File: src/rtl/nibble_pkg.sv
// Shared definitions for the nibble capture buffer.
// Holds the nibble width, the serial bit-counter width, the default FIFO depth
// and the nibble type used by the top level, the FIFO and the interface.
package nibble_pkg;

    localparam int NIB_W         = 4;
    localparam int BITCNT_W      = 2;
    localparam int DEFAULT_DEPTH = 4;

    // Counter value of the edge that registers the fourth bit of a nibble.
    localparam logic [BITCNT_W-1:0] LAST_BIT = BITCNT_W'(NIB_W - 1);

    typedef logic [NIB_W-1:0] nibble_t;

endpackage

File: src/rtl/nibble_capture_buf_if.sv
// Bus interface of the nibble capture buffer.
// Carries the serial qualifiers and shifter snapshot into the block, and the
// output nibble stream plus status back out.
//   bit_en, sync, shift_q, ovf_clr : producer side -> buffer
//   out_data, out_valid            : buffer -> consumer
//   out_ready                      : consumer -> buffer
//   level, overflow                : buffer status
// Handshake: a nibble moves on every rising clk edge where out_valid and
// out_ready are both high. out_valid never depends on out_ready, and while
// out_valid is high and out_ready is low, out_data is held stable.
interface nibble_capture_buf_if
    import nibble_pkg::*;
#(
    parameter int DEPTH = DEFAULT_DEPTH,
    localparam int CNT_W = $clog2(DEPTH) + 1
) ();

    logic             bit_en;
    logic             sync;
    nibble_t          shift_q;
    logic             out_ready;
    logic             ovf_clr;
    nibble_t          out_data;
    logic             out_valid;
    logic [CNT_W-1:0] level;
    logic             overflow;

    // Environment side: drives the serial qualifiers and consumes nibbles.
    modport master (
        output bit_en, sync, shift_q, out_ready, ovf_clr,
        input  out_data, out_valid, level, overflow
    );

    // Buffer side.
    modport slave (
        input  bit_en, sync, shift_q, out_ready, ovf_clr,
        output out_data, out_valid, level, overflow
    );

endinterface

File: src/rtl/sync_fifo_nib.sv
// Synchronous nibble FIFO with registered storage and no fall-through.
// Ports:
//   clk   : rising-edge clock
//   rst   : synchronous active-low reset (clears pointers, count and storage)
//   push  : write din this edge (ignored when full unless a pop happens too)
//   din   : nibble to write
//   pop   : remove the head this edge (ignored when empty)
//   dout  : head entry, taken straight from the storage registers
//   full  : count == DEPTH
//   empty : count == 0
//   level : occupancy, 0..DEPTH
module sync_fifo_nib
    import nibble_pkg::*;
#(
    parameter int DEPTH = DEFAULT_DEPTH,
    localparam int CNT_W = $clog2(DEPTH) + 1,
    localparam int PTR_W = $clog2(DEPTH)
) (
    input  logic             clk,
    input  logic             rst,
    input  logic             push,
    input  nibble_t          din,
    input  logic             pop,
    output nibble_t          dout,
    output logic             full,
    output logic             empty,
    output logic [CNT_W-1:0] level
);

    localparam logic [CNT_W-1:0] FULL_CNT = CNT_W'(DEPTH);

    nibble_t          mem [DEPTH];
    logic [PTR_W-1:0] wr_ptr;
    logic [PTR_W-1:0] rd_ptr;
    logic [CNT_W-1:0] count;
    logic             do_push;
    logic             do_pop;

    // A push into a full FIFO is still accepted when the head leaves on the
    // same edge, so occupancy stays at DEPTH.
    assign do_pop  = pop & ~empty;
    assign do_push = push & (~full | do_pop);

    always_ff @(posedge clk) begin
        if (!rst) begin
            wr_ptr <= '0;
            rd_ptr <= '0;
            count  <= '0;
            for (int i = 0; i < DEPTH; i++) begin
                mem[i] <= '0;
            end
        end else begin
            if (do_push) begin
                mem[wr_ptr] <= din;
                wr_ptr      <= wr_ptr + 1'b1;
            end
            if (do_pop) begin
                rd_ptr <= rd_ptr + 1'b1;
            end
            case ({do_push, do_pop})
                2'b10:   count <= count + 1'b1;
                2'b01:   count <= count - 1'b1;
                default: count <= count;
            endcase
        end
    end

    assign dout  = mem[rd_ptr];
    assign full  = (count == FULL_CNT);
    assign empty = (count == '0);
    assign level = count;

endmodule

File: src/rtl/nibble_capture_buf.sv
// Nibble capture buffer: counts contiguous qualified serial bits, snapshots the
// upstream 4-bit shifter after each complete group and queues the nibble.
// Ports:
//   clk : rising-edge clock
//   rst : synchronous active-low reset
//   bus : nibble_capture_buf_if.slave (serial qualifiers, shifter snapshot,
//         output stream with valid/ready, level and sticky overflow)
module nibble_capture_buf
    import nibble_pkg::*;
#(
    parameter int DEPTH = DEFAULT_DEPTH,
    localparam int CNT_W = $clog2(DEPTH) + 1
) (
    input  logic                clk,
    input  logic                rst,
    nibble_capture_buf_if.slave bus
);

    logic [BITCNT_W-1:0] bit_cnt;
    logic                cap_pend;
    logic                overflow_q;
    logic                fifo_full;
    logic                fifo_empty;
    logic [CNT_W-1:0]    fifo_level;
    logic                drop;

    // A full FIFO always has a head, so out_ready alone decides whether the
    // pending nibble finds room this edge.
    assign drop = cap_pend & fifo_full & ~bus.out_ready;

    always_ff @(posedge clk) begin
        if (!rst) begin
            bit_cnt    <= '0;
            cap_pend   <= 1'b0;
            overflow_q <= 1'b0;
        end else begin
            // The shifter has moved b0..b3 into q[0]..q[3] by the edge after
            // the fourth bit, so the push is deferred by one cycle.
            cap_pend <= bus.bit_en & ~bus.sync & (bit_cnt == LAST_BIT);

            if (bus.sync) begin
                // Frame start; a bit arriving with sync is the new bit 1.
                bit_cnt <= bus.bit_en ? BITCNT_W'(1) : '0;
            end else if (bus.bit_en) begin
                bit_cnt <= bit_cnt + 1'b1;  // wraps to 0 after the 4th bit
            end else begin
                // The shifter cannot hold, so a gap ruins the partial nibble.
                bit_cnt <= '0;
            end

            if (drop) begin
                overflow_q <= 1'b1;
            end else if (bus.ovf_clr) begin
                overflow_q <= 1'b0;
            end
        end
    end

    sync_fifo_nib #(.DEPTH(DEPTH)) u_fifo (
        .clk   (clk),
        .rst   (rst),
        .push  (cap_pend),
        .din   (bus.shift_q),
        .pop   (bus.out_ready),
        .dout  (bus.out_data),
        .full  (fifo_full),
        .empty (fifo_empty),
        .level (fifo_level)
    );

    assign bus.out_valid = ~fifo_empty;
    assign bus.level     = fifo_level;
    assign bus.overflow  = overflow_q;

endmodule

File: src/flat_wrapper.sv
// flat-port wrapper written by rule: the top's interface ports become plain ports
module nibble_capture_buf_flat import nibble_pkg::*;
#(
    parameter int DEPTH = DEFAULT_DEPTH,
    localparam int CNT_W = $clog2(DEPTH) + 1
)
  (clk, rst, bus_bit_en, bus_sync, bus_shift_q, bus_out_ready, bus_ovf_clr, bus_out_data, bus_out_valid, bus_level, bus_overflow);
  nibble_capture_buf_if #(.DEPTH(DEPTH)) bus_i ();
  input  logic clk;
  input  logic rst;
  input wire logic [$bits(bus_i.bit_en)-1:0] bus_bit_en;
  input wire logic [$bits(bus_i.sync)-1:0] bus_sync;
  input wire logic [$bits(bus_i.shift_q)-1:0] bus_shift_q;
  input wire logic [$bits(bus_i.out_ready)-1:0] bus_out_ready;
  input wire logic [$bits(bus_i.ovf_clr)-1:0] bus_ovf_clr;
  output wire logic [$bits(bus_i.out_data)-1:0] bus_out_data;
  output wire logic [$bits(bus_i.out_valid)-1:0] bus_out_valid;
  output wire logic [$bits(bus_i.level)-1:0] bus_level;
  output wire logic [$bits(bus_i.overflow)-1:0] bus_overflow;
  assign bus_i.bit_en = bus_bit_en;
  assign bus_i.sync = bus_sync;
  assign bus_i.shift_q = bus_shift_q;
  assign bus_i.out_ready = bus_out_ready;
  assign bus_i.ovf_clr = bus_ovf_clr;
  assign bus_out_data = bus_i.out_data;
  assign bus_out_valid = bus_i.out_valid;
  assign bus_level = bus_i.level;
  assign bus_overflow = bus_i.overflow;
  nibble_capture_buf #(.DEPTH(DEPTH)) u_core (.clk(clk), .rst(rst), .bus(bus_i));
endmodule
File: config.mk
export PLATFORM = sky130hd
export DESIGN_NAME = nibble_capture_buf_flat
export DESIGN_NICKNAME = d
export VERILOG_FILES = /design/src/rtl/nibble_pkg.sv /design/src/rtl/nibble_capture_buf_if.sv /design/src/rtl/sync_fifo_nib.sv /design/src/rtl/nibble_capture_buf.sv /design/src/flat_wrapper.sv
export SDC_FILE = /design/constraint.sdc
export NUM_CORES = 1
export LEC_CHECK = 0
export BUFFER_PORTS_ARGS = -buffer_cell sky130_fd_sc_hd__buf_2
export CAP_MARGIN = 20
export CORE_ASPECT_RATIO = 1.1
export CORE_MARGIN = 2
export CORE_UTILIZATION = 37
export CTS_BUF_LIST = sky130_fd_sc_hd__clkbuf_4 sky130_fd_sc_hd__clkbuf_8 sky130_fd_sc_hd__clkbuf_16
export CTS_CLUSTER_SIZE = 25
export DETAILED_ROUTE_END_ITERATION = 6
export GPL_TIMING_DRIVEN = 0
export SETUP_SLACK_MARGIN = 0.5
export SYNTH_ARGS = -nofsm -noshare
export SYNTH_HDL_FRONTEND = slang
export SYNTH_SLANG_ARGS = --single-unit
File: constraint.sdc
create_clock -name clk -period 3.1 [get_ports clk]
set_clock_uncertainty 0.05 [all_clocks]
set_input_delay 0.465 -clock clk [delete_from_list [all_inputs] [get_ports clk]]
set_output_delay 0.465 -clock clk [all_outputs]
set_load 0.02 [all_outputs]
==> results of run 1 <==
## routing by layer
metal / vias up / track usage [%]
li1: 421 / -
met1: 395 / 17.0
met2: 19 / 19.8
met3: 5 / 6.50
met4: 0 / 5.83
met5: - / 0
## flip-flops by register name (all words and copies together) (netlist names), named ones only
signal,count
u_core.u_fifo.rd_ptr,2
u_core.bit_cnt,2
u_core.u_fifo.mem,16
u_core.u_fifo.wr_ptr,2
u_core.cap_pend,1
u_core.bus.overflow,1
u_core.u_fifo.level,3
## how the worst max path moves through the flow
stage | startpoint | endpoint | slack (ps) | depth (start not counted)
6_report | u_core.u_fifo.level[2]$_SDFFE_PN0P_ | u_core.u_fifo.level[2]$_SDFFE_PN0P_ | 620 | 9
5_1_grt | u_core.u_fifo.level[2]$_SDFFE_PN0P_ | u_core.u_fifo.level[2]$_SDFFE_PN0P_ | 500 | 9
4_1_cts | u_core.u_fifo.level[0]$_SDFFE_PN0P_ | u_core.u_fifo.level[2]$_SDFFE_PN0P_ | 550 | 9
3_5_place_dp | bus_out_ready | u_core.u_fifo.level[2]$_SDFFE_PN0P_ | 440 | 10
3_3_place_gp | bus_out_ready | u_core.u_fifo.level[2]$_SDFFE_PN0P_ | 460 | 10
2_1_floorplan | u_core.u_fifo.level[0]$_SDFFE_PN0P_ | u_core.u_fifo.level[2]$_SDFFE_PN0P_ | 640 | 9
## power groups by stage
| stage | combinational [mW] | clock, mW | sequential [mW] |
|---|---|---|---|
| after global placement | 0.0243 | 0 | 0.423 |
| after floorplan | 0.0145 | 0 | 0.422 |
| after CTS | 0.0254 | 0.233 | 0.414 |
| after global routing | 0.0277 | 0.248 | 0.415 |
| final | 0.0251 | 0.224 | 0.414 |
| after detailed placement | 0.0253 | 0 | 0.423 |
## final cells by class
| cell class | instances | share of cell area [%] |
|---|---|---|
| inverters | 11 | 2.77 |
| plain buffers | 5 | 1.76 |
| repair buffers | 17 | 5.71 |
| clock buffers | 6 | 3.03 |
| multi-input cells | 61 | 32.1 |
| flip-flops and latches | 29 | 49.9 |
| well taps | 48 | 4.03 |
| clock inverters | 2 | 0.672 |
## placed cells by master, fill, tap and decap left out, types with 5 or more instances in the layout
cell type,instances
sky130_fd_sc_hd__inv_1,11
sky130_fd_sc_hd__nand2_1,6
sky130_fd_sc_hd__nor2_1,8
sky130_fd_sc_hd__o21ai_0,5
sky130_fd_sc_hd__clkbuf_4,6
sky130_fd_sc_hd__edfxtp_1,16
sky130_fd_sc_hd__dfxtp_1,11
sky130_fd_sc_hd__buf_2,17
## through the flow
stage                     std cells  utilization, %
after CTS                       179            44.4
after detailed placement        171            42.8
after global routing            179            44.7
after floorplan                 106               -
final                           179            44.7
after global placement          171            42.8
## logic make-up (layout without fill, tap and decap cells)
logic type	after synthesis	after routing
xor+xnor	4	4
fa+ha+maj	3	3
mux	6	6
simple gates	37	37
flops	29	29
compound gates	11	11
buf+inv	16	41
==> metrics.txt, run 1 <==
DIE WIDTH 60.1 um; average wire per cell in the routed design 12.5 um; leak pwr ~0.58 nW; Post-Syn Nets 119; total power draw 0.663 mW; Comb pwr share 3.8%; Total Negative Setup Slacks 0 ps; critical path endpoint category flop; worst slack, placed 437 ps; area of the mapped netlist 1280 um2; post-route fraction of the period consumed by the critical path 80.1%; total of hold buffers inserted after clock tree synthesis 0; internal cell power 0.517 mW; part of the total power dissipated in the clock network roughly 34%; worst reg2reg startpoint u_core.u_fifo.level[2]$_SDFFE_PN0P_; post-route worst hold slack 283 ps; Clock Tree Buf Depth 2; Seq/Total Area, Yosys between 50% and 60%; fraction of layout cells with a size suffix above 1 28.2%; post-synthesis sequential element count 29; crit path setup slack, layout slightly above 600 ps; biggest area consumer among synthesized cells sky130_fd_sc_hd__edfxtp_1; Net count, final 143; arrival time at the worst endpoint 2690 ps; most frequent cell after synthesis sky130_fd_sc_hd__edfxtp_1; pin slew with the least headroom to its limit just under 700 ps; fin area between 1000 and 1500 um2; reg2reg path depth 9; Residual DRC 0; clock tree from TritonCTS done; worst r2r dst u_core.u_fifo.level[2]$_SDFFE_PN0P_; uppermost routed layer met4; required arrival time at the worst endpoint approximately 3300 ps; main combinational cell family by area after synthesis simple AND/OR/NAND/NOR gates; final hold violation count 0; dpl cell area ~1400 um2; headroom to the max-slew limit 53.2%; total number of vias 840; count of boundary I/O pins 19; register-to-register setup slack 620 ps; fillers approximately 330; maximum resistive drop on vdd 0.230 mV; number of buffers added by the clock tree synthesis step 5; Async S/R FF share, synth 0%; adder and majority cell fraction of the synthesized area 3.52%; switching component of the power 0.146 mW; total wire length after detailed routing 2.24 mm; count of input and output buffers 17; mux share of post-synthesis cell area under 10%; synthesized instance count 106; cell at the root of the clock tree sky130_fd_sc_hd__clkbuf_4; met2 layer wire length in the routed design 1.09 mm; via-per-instance ratio 4.69; number of pins with negative max-slew slack in the final report 0; count of synthesis-stage warnings from yosys 0; final estimated routing congestion in global placement 0.734; Routed met3 length 110 um; largest net degree at the start of global routing 11; row cnt 22; global router's overall resource usage a little over an eighth; highest attainable clock frequency 0.403 GHz; first-pass iteration count of the detailed router 4; Post-Synth Simple-Gate Area 16.1%; worst min-delay path startpoint bus_sync; floorplan die area 3950 um2; startpoint class of the critical path flop; unrepaired setup endpoints after global routing no; standard cell with the maximum stage delay on the critical path sky130_fd_sc_hd__or4b_4; complex-gate fraction of the synthesized area 5.87%; Finish-stage setup viols 0; portion of total power attributed to sequential cells 62.5%; minimum period implied by the final worst setup slack 2480 ps; length of routed wiring on met1 997 um; antenna-violating nets left 0; clock sink total 29; sequential cell area 743 um2; area share of the largest cell type after synthesis 37.5%; antenna violations before repair 0; clock network latency to the later pin of the worst-skew pair 320 ps; core outline area 3330 um2; # Max-Cap Violations 0; estimated wirelength of the detail-placed design 1.70 mm; die height 65.7 um; critical path peak fanout 7; post-CTS clock slew at the launch and capture registers of the worst setup and hold paths ~90 ps; Most used DFF post-synth sky130_fd_sc_hd__edfxtp_1; Antenna Diode Count 0; P per Cell Area 445 nW/um2; sum of overflow across all layers after global routing 0; Resized cells post-CTS 0; crit path cell chain or4b_4 -> buf_6 -> nand2_4 -> ha_2 -> inv_1 -> fa_1 -> xor2_1 -> or3_1 -> a21boi_0; Max H-tree Level 2; number of design-rule violations left by the first detailed-router iteration 15; global-route wire length before repair 3.82 mm; setup bufs post-CTS 0; Buf/Inv on CP 2; number of enable-type register cells in the synthesized netlist 16; switching share of power between 20% and 30%; outcome completed; starting density of the core 38.4%; Area Overhead vs Synth 16.3%; Netlist cell types 30; Syn Area/Cell approximately 12 um2; leading post-synthesis cells by instance count sky130_fd_sc_hd__edfxtp_1, sky130_fd_sc_hd__dfxtp_1, sky130_fd_sc_hd__inv_1, sky130_fd_sc_hd__nor2_1, sky130_fd_sc_hd__nand2_1; post-synthesis share of cell area spent on xor and xnor gates 2.74%; classification of the worst setup path flop to flop; WHS Endpoint u_core.cap_pend$_SDFF_PN0_; ranking of synthesized cells by area sky130_fd_sc_hd__edfxtp_1, sky130_fd_sc_hd__dfxtp_1, sky130_fd_sc_hd__mux4_2, sky130_fd_sc_hd__inv_1, sky130_fd_sc_hd__nor2_1; multi-input gate area in the final layout roughly 480 um2; HP Class input port to flop; number of global-route vias before repair 823; cell depth of the worst hold path 2; dominant delay contributor by cell family on the critical path simple AND/OR/NAND/NOR gates; Critical Path Max Stage Delay ~490 ps
Power figures use the tool's default switching activity.
==> run 2, diff against run 1 <==
==> constraint.sdc (replaced) <==
create_clock -name clk -period 2.1 [get_ports clk]
set_clock_uncertainty 0.05 [all_clocks]
set_input_delay 0.315 -clock clk [delete_from_list [all_inputs] [get_ports clk]]
set_output_delay 0.315 -clock clk [all_outputs]
set_load 0.02 [all_outputs]
==> run 2 against run 1 <==
Against the previous run:
- critical path depth unchanged
- the run now ends with setup timing left
- first-iteration DRC count up 67%
- clock power is 73% higher
- critical endpoint unchanged
- register-to-register slack worse by 780 ps
- wire length increased by 11%
==> metrics.txt, run 2 (synthesis gave the netlist of run 1 again) <==
outcome finished with violations; violations in the final reports setup timing; headroom to the max-slew limit 53.2% (about the same); Area Overhead vs Synth 38.0%; # Max-Cap Violations 0 (unchanged); worst r2r dst u_core.u_fifo.level[2]$_SDFFE_PN0P_; end-of-flow core utilization 53.0% (+8.3 points); starting density of the core 38.4% (unchanged); clock network latency to the later pin of the worst-skew pair 330 ps (about the same); P per Cell Area 589 nW/um2 (+32%); Clock Tree Buf Depth 2 (unchanged); classification of the worst setup path flop to flop; Residual DRC 0 (unchanged); floorplan die area 3950 um2 (unchanged); startpoint class of the critical path flop; Net count, final 157 (+9.8%); post-CTS clock slew at the launch and capture registers of the worst setup and hold paths 100 ps (about the same); average wire per cell in the routed design 12.9 um (+3.3%); clock tree from TritonCTS done; fillers 291 (-10%); register name with the most flops u_core.u_fifo.mem; count of input and output buffers 17 (unchanged); fraction of layout cells with a size suffix above 1 45.5% (+17 points); number of pins with negative max-slew slack in the final report 0 (unchanged); first-pass iteration count of the detailed router 4 (unchanged); largest net degree at the start of global routing 11 (unchanged); global router's overall resource usage 14.1% (+0.51 points); arrival time at the worst endpoint 2480 ps (-210 ps); sum of overflow across all layers after global routing 0 (unchanged); reg2reg path depth 9 (unchanged); worst min-delay path startpoint bus_sync; row cnt 22 (unchanged); minimum period implied by the final worst setup slack 2260 ps (-219 ps); Finish-stage setup viols 1 (+1); number of buffers added by the clock tree synthesis step 5 (unchanged); total number of vias 919 (+9.4%); leak pwr 0.711 nW (+22%); maximum resistive drop on vdd 0.285 mV (+24%); global-route wire length before repair 3.94 mm (+3.3%); final hold violation count 0 (unchanged); required arrival time at the worst endpoint 2320 ps (-980 ps); pin slew with the least headroom to its limit 702 ps (+5.64 ps); unrepaired setup endpoints after global routing yes; antenna-violating nets left 0 (unchanged); count of boundary I/O pins 19 (unchanged); crit path setup slack, layout -163 ps (-781 ps); DIE WIDTH 60.1 um (unchanged); critical path peak fanout 2 (-5); number of design-rule violations left by the first detailed-router iteration 25 (+10); most frequent cells in the layout sky130_fd_sc_hd__edfxtp_1, sky130_fd_sc_hd__buf_6, sky130_fd_sc_hd__buf_2; cell depth of the worst hold path 2 (unchanged); number of global-route vias before repair 902 (+9.6%); Antenna Diode Count 0 (unchanged); cell at the root of the clock tree sky130_fd_sc_hd__clkbuf_4; critical path endpoint category flop; clock sink total 29 (unchanged); final estimated routing congestion in global placement 0.756 (+3.1%); WHS Endpoint u_core.bit_cnt[1]$_SDFF_PP0_; highest attainable clock frequency 0.442 GHz (+9.7%); antenna violations before repair 0 (unchanged); post-route fraction of the period consumed by the critical path 108% (+28 points); die height 65.7 um (unchanged); worst reg2reg startpoint u_core.u_fifo.level[1]$_SDFFE_PN0P_; estimated wirelength of the detail-placed design 1.63 mm (-3.7%); Max H-tree Level 2 (unchanged); most common library cell in the layout ignoring fill and taps sky130_fd_sc_hd__edfxtp_1; via-per-instance ratio 4.76 (+1.5%); register-to-register setup slack -160 ps (-780 ps); total wire length after detailed routing 2.50 mm (+11%); HP Class input port to flop; worst slack, placed -316 ps (-753 ps); core outline area 3330 um2 (unchanged); max FFs per register 16 (unchanged)
## run 2: changes by cell type in the layout (fill, tap and decap cells not counted), sizes merged
cell,change
buf,+14
clkbuf,+1
clkinv,-1
## run 2: per-stage QoR
stage / std cells / hold slack, ps / power [mW] / area (um2) / setup TNS, ps
6_report: 193 / 129 / 1.04 / 1770 / -163
5_1_grt: 193 / 128 / 1.08 / 1770 / -235
4_1_cts: 188 / 117 / 1.05 / 1690 / -160
3_5_place_dp: 171 / 391 / 0.660 / 1450 / -478
3_3_place_gp: 171 / 375 / 0.658 / 1450 / -454
2_1_floorplan: 106 / 341 / 0.642 / 1300 / -183
## run 2: worst max path at each step
stage,startpoint,to,slack (ps),depth (start not counted)
after floorplan,u_core.u_fifo.level[1]$_SDFFE_PN0P_,u_core.u_fifo.level[2]$_SDFFE_PN0P_,-160,9
after global placement,bus_out_ready,u_core.u_fifo.level[2]$_SDFFE_PN0P_,-290,10
after detailed placement,bus_out_ready,u_core.u_fifo.level[2]$_SDFFE_PN0P_,-320,10
after CTS,u_core.u_fifo.level[1]$_SDFFE_PN0P_,u_core.u_fifo.level[2]$_SDFFE_PN0P_,-160,9
after global routing,u_core.u_fifo.level[1]$_SDFFE_PN0P_,u_core.u_fifo.level[2]$_SDFFE_PN0P_,-200,9
final,u_core.u_fifo.level[1]$_SDFFE_PN0P_,u_core.u_fifo.level[2]$_SDFFE_PN0P_,-160,9
## run 2: power by group
group / switching (mW) / internal [mW]
clock: 0.194 / 0.194
sequential: 0.00327 / 0.603
combinational: 0.0259 / 0.0217
total: 0.223 / 0.818
## run 2: metal layers
metal / vias up / wire length (um) / global-route usage, %
met2: 22 / 1280 / 23.4
met4: 0 / 82 / 8.61
li1: 451 / - / -
met3: 9 / 105 / 6.10
met5: - / 0 / 0
met1: 437 / 1030 / 14.3
## run 2: cell type report
cell class	count	area, um2	area share [%]
plain buffers	5	27.5	1.56
clock buffers	7	65.1	3.68
clock inverters	1	5.00	0.283
inverters	11	41.3	2.34
multi-input cells	61	568	32.2
flip-flops and latches	29	756	42.8
well taps	48	60.1	3.40
repair buffers	31	244	13.8
## run 2: timing repair
item | in CTS | in global routing
setup buffers | 9 | 5
pin swaps | 19 | 12
hold buffers | 0 | 0
resized for setup | 27 | 11
endpoints found under the setup margin | 24 | 42
## run 2: critical path: stages, from the launching register on
cell	delay [ps]
sky130_fd_sc_hd__dfxtp_4	360
sky130_fd_sc_hd__or4b_4	500
sky130_fd_sc_hd__buf_6	140
sky130_fd_sc_hd__nand2_4	70
sky130_fd_sc_hd__ha_4	140
sky130_fd_sc_hd__inv_2	40
sky130_fd_sc_hd__fa_2	330
sky130_fd_sc_hd__xor2_1	160
sky130_fd_sc_hd__or3_1	310
sky130_fd_sc_hd__a21boi_1	110
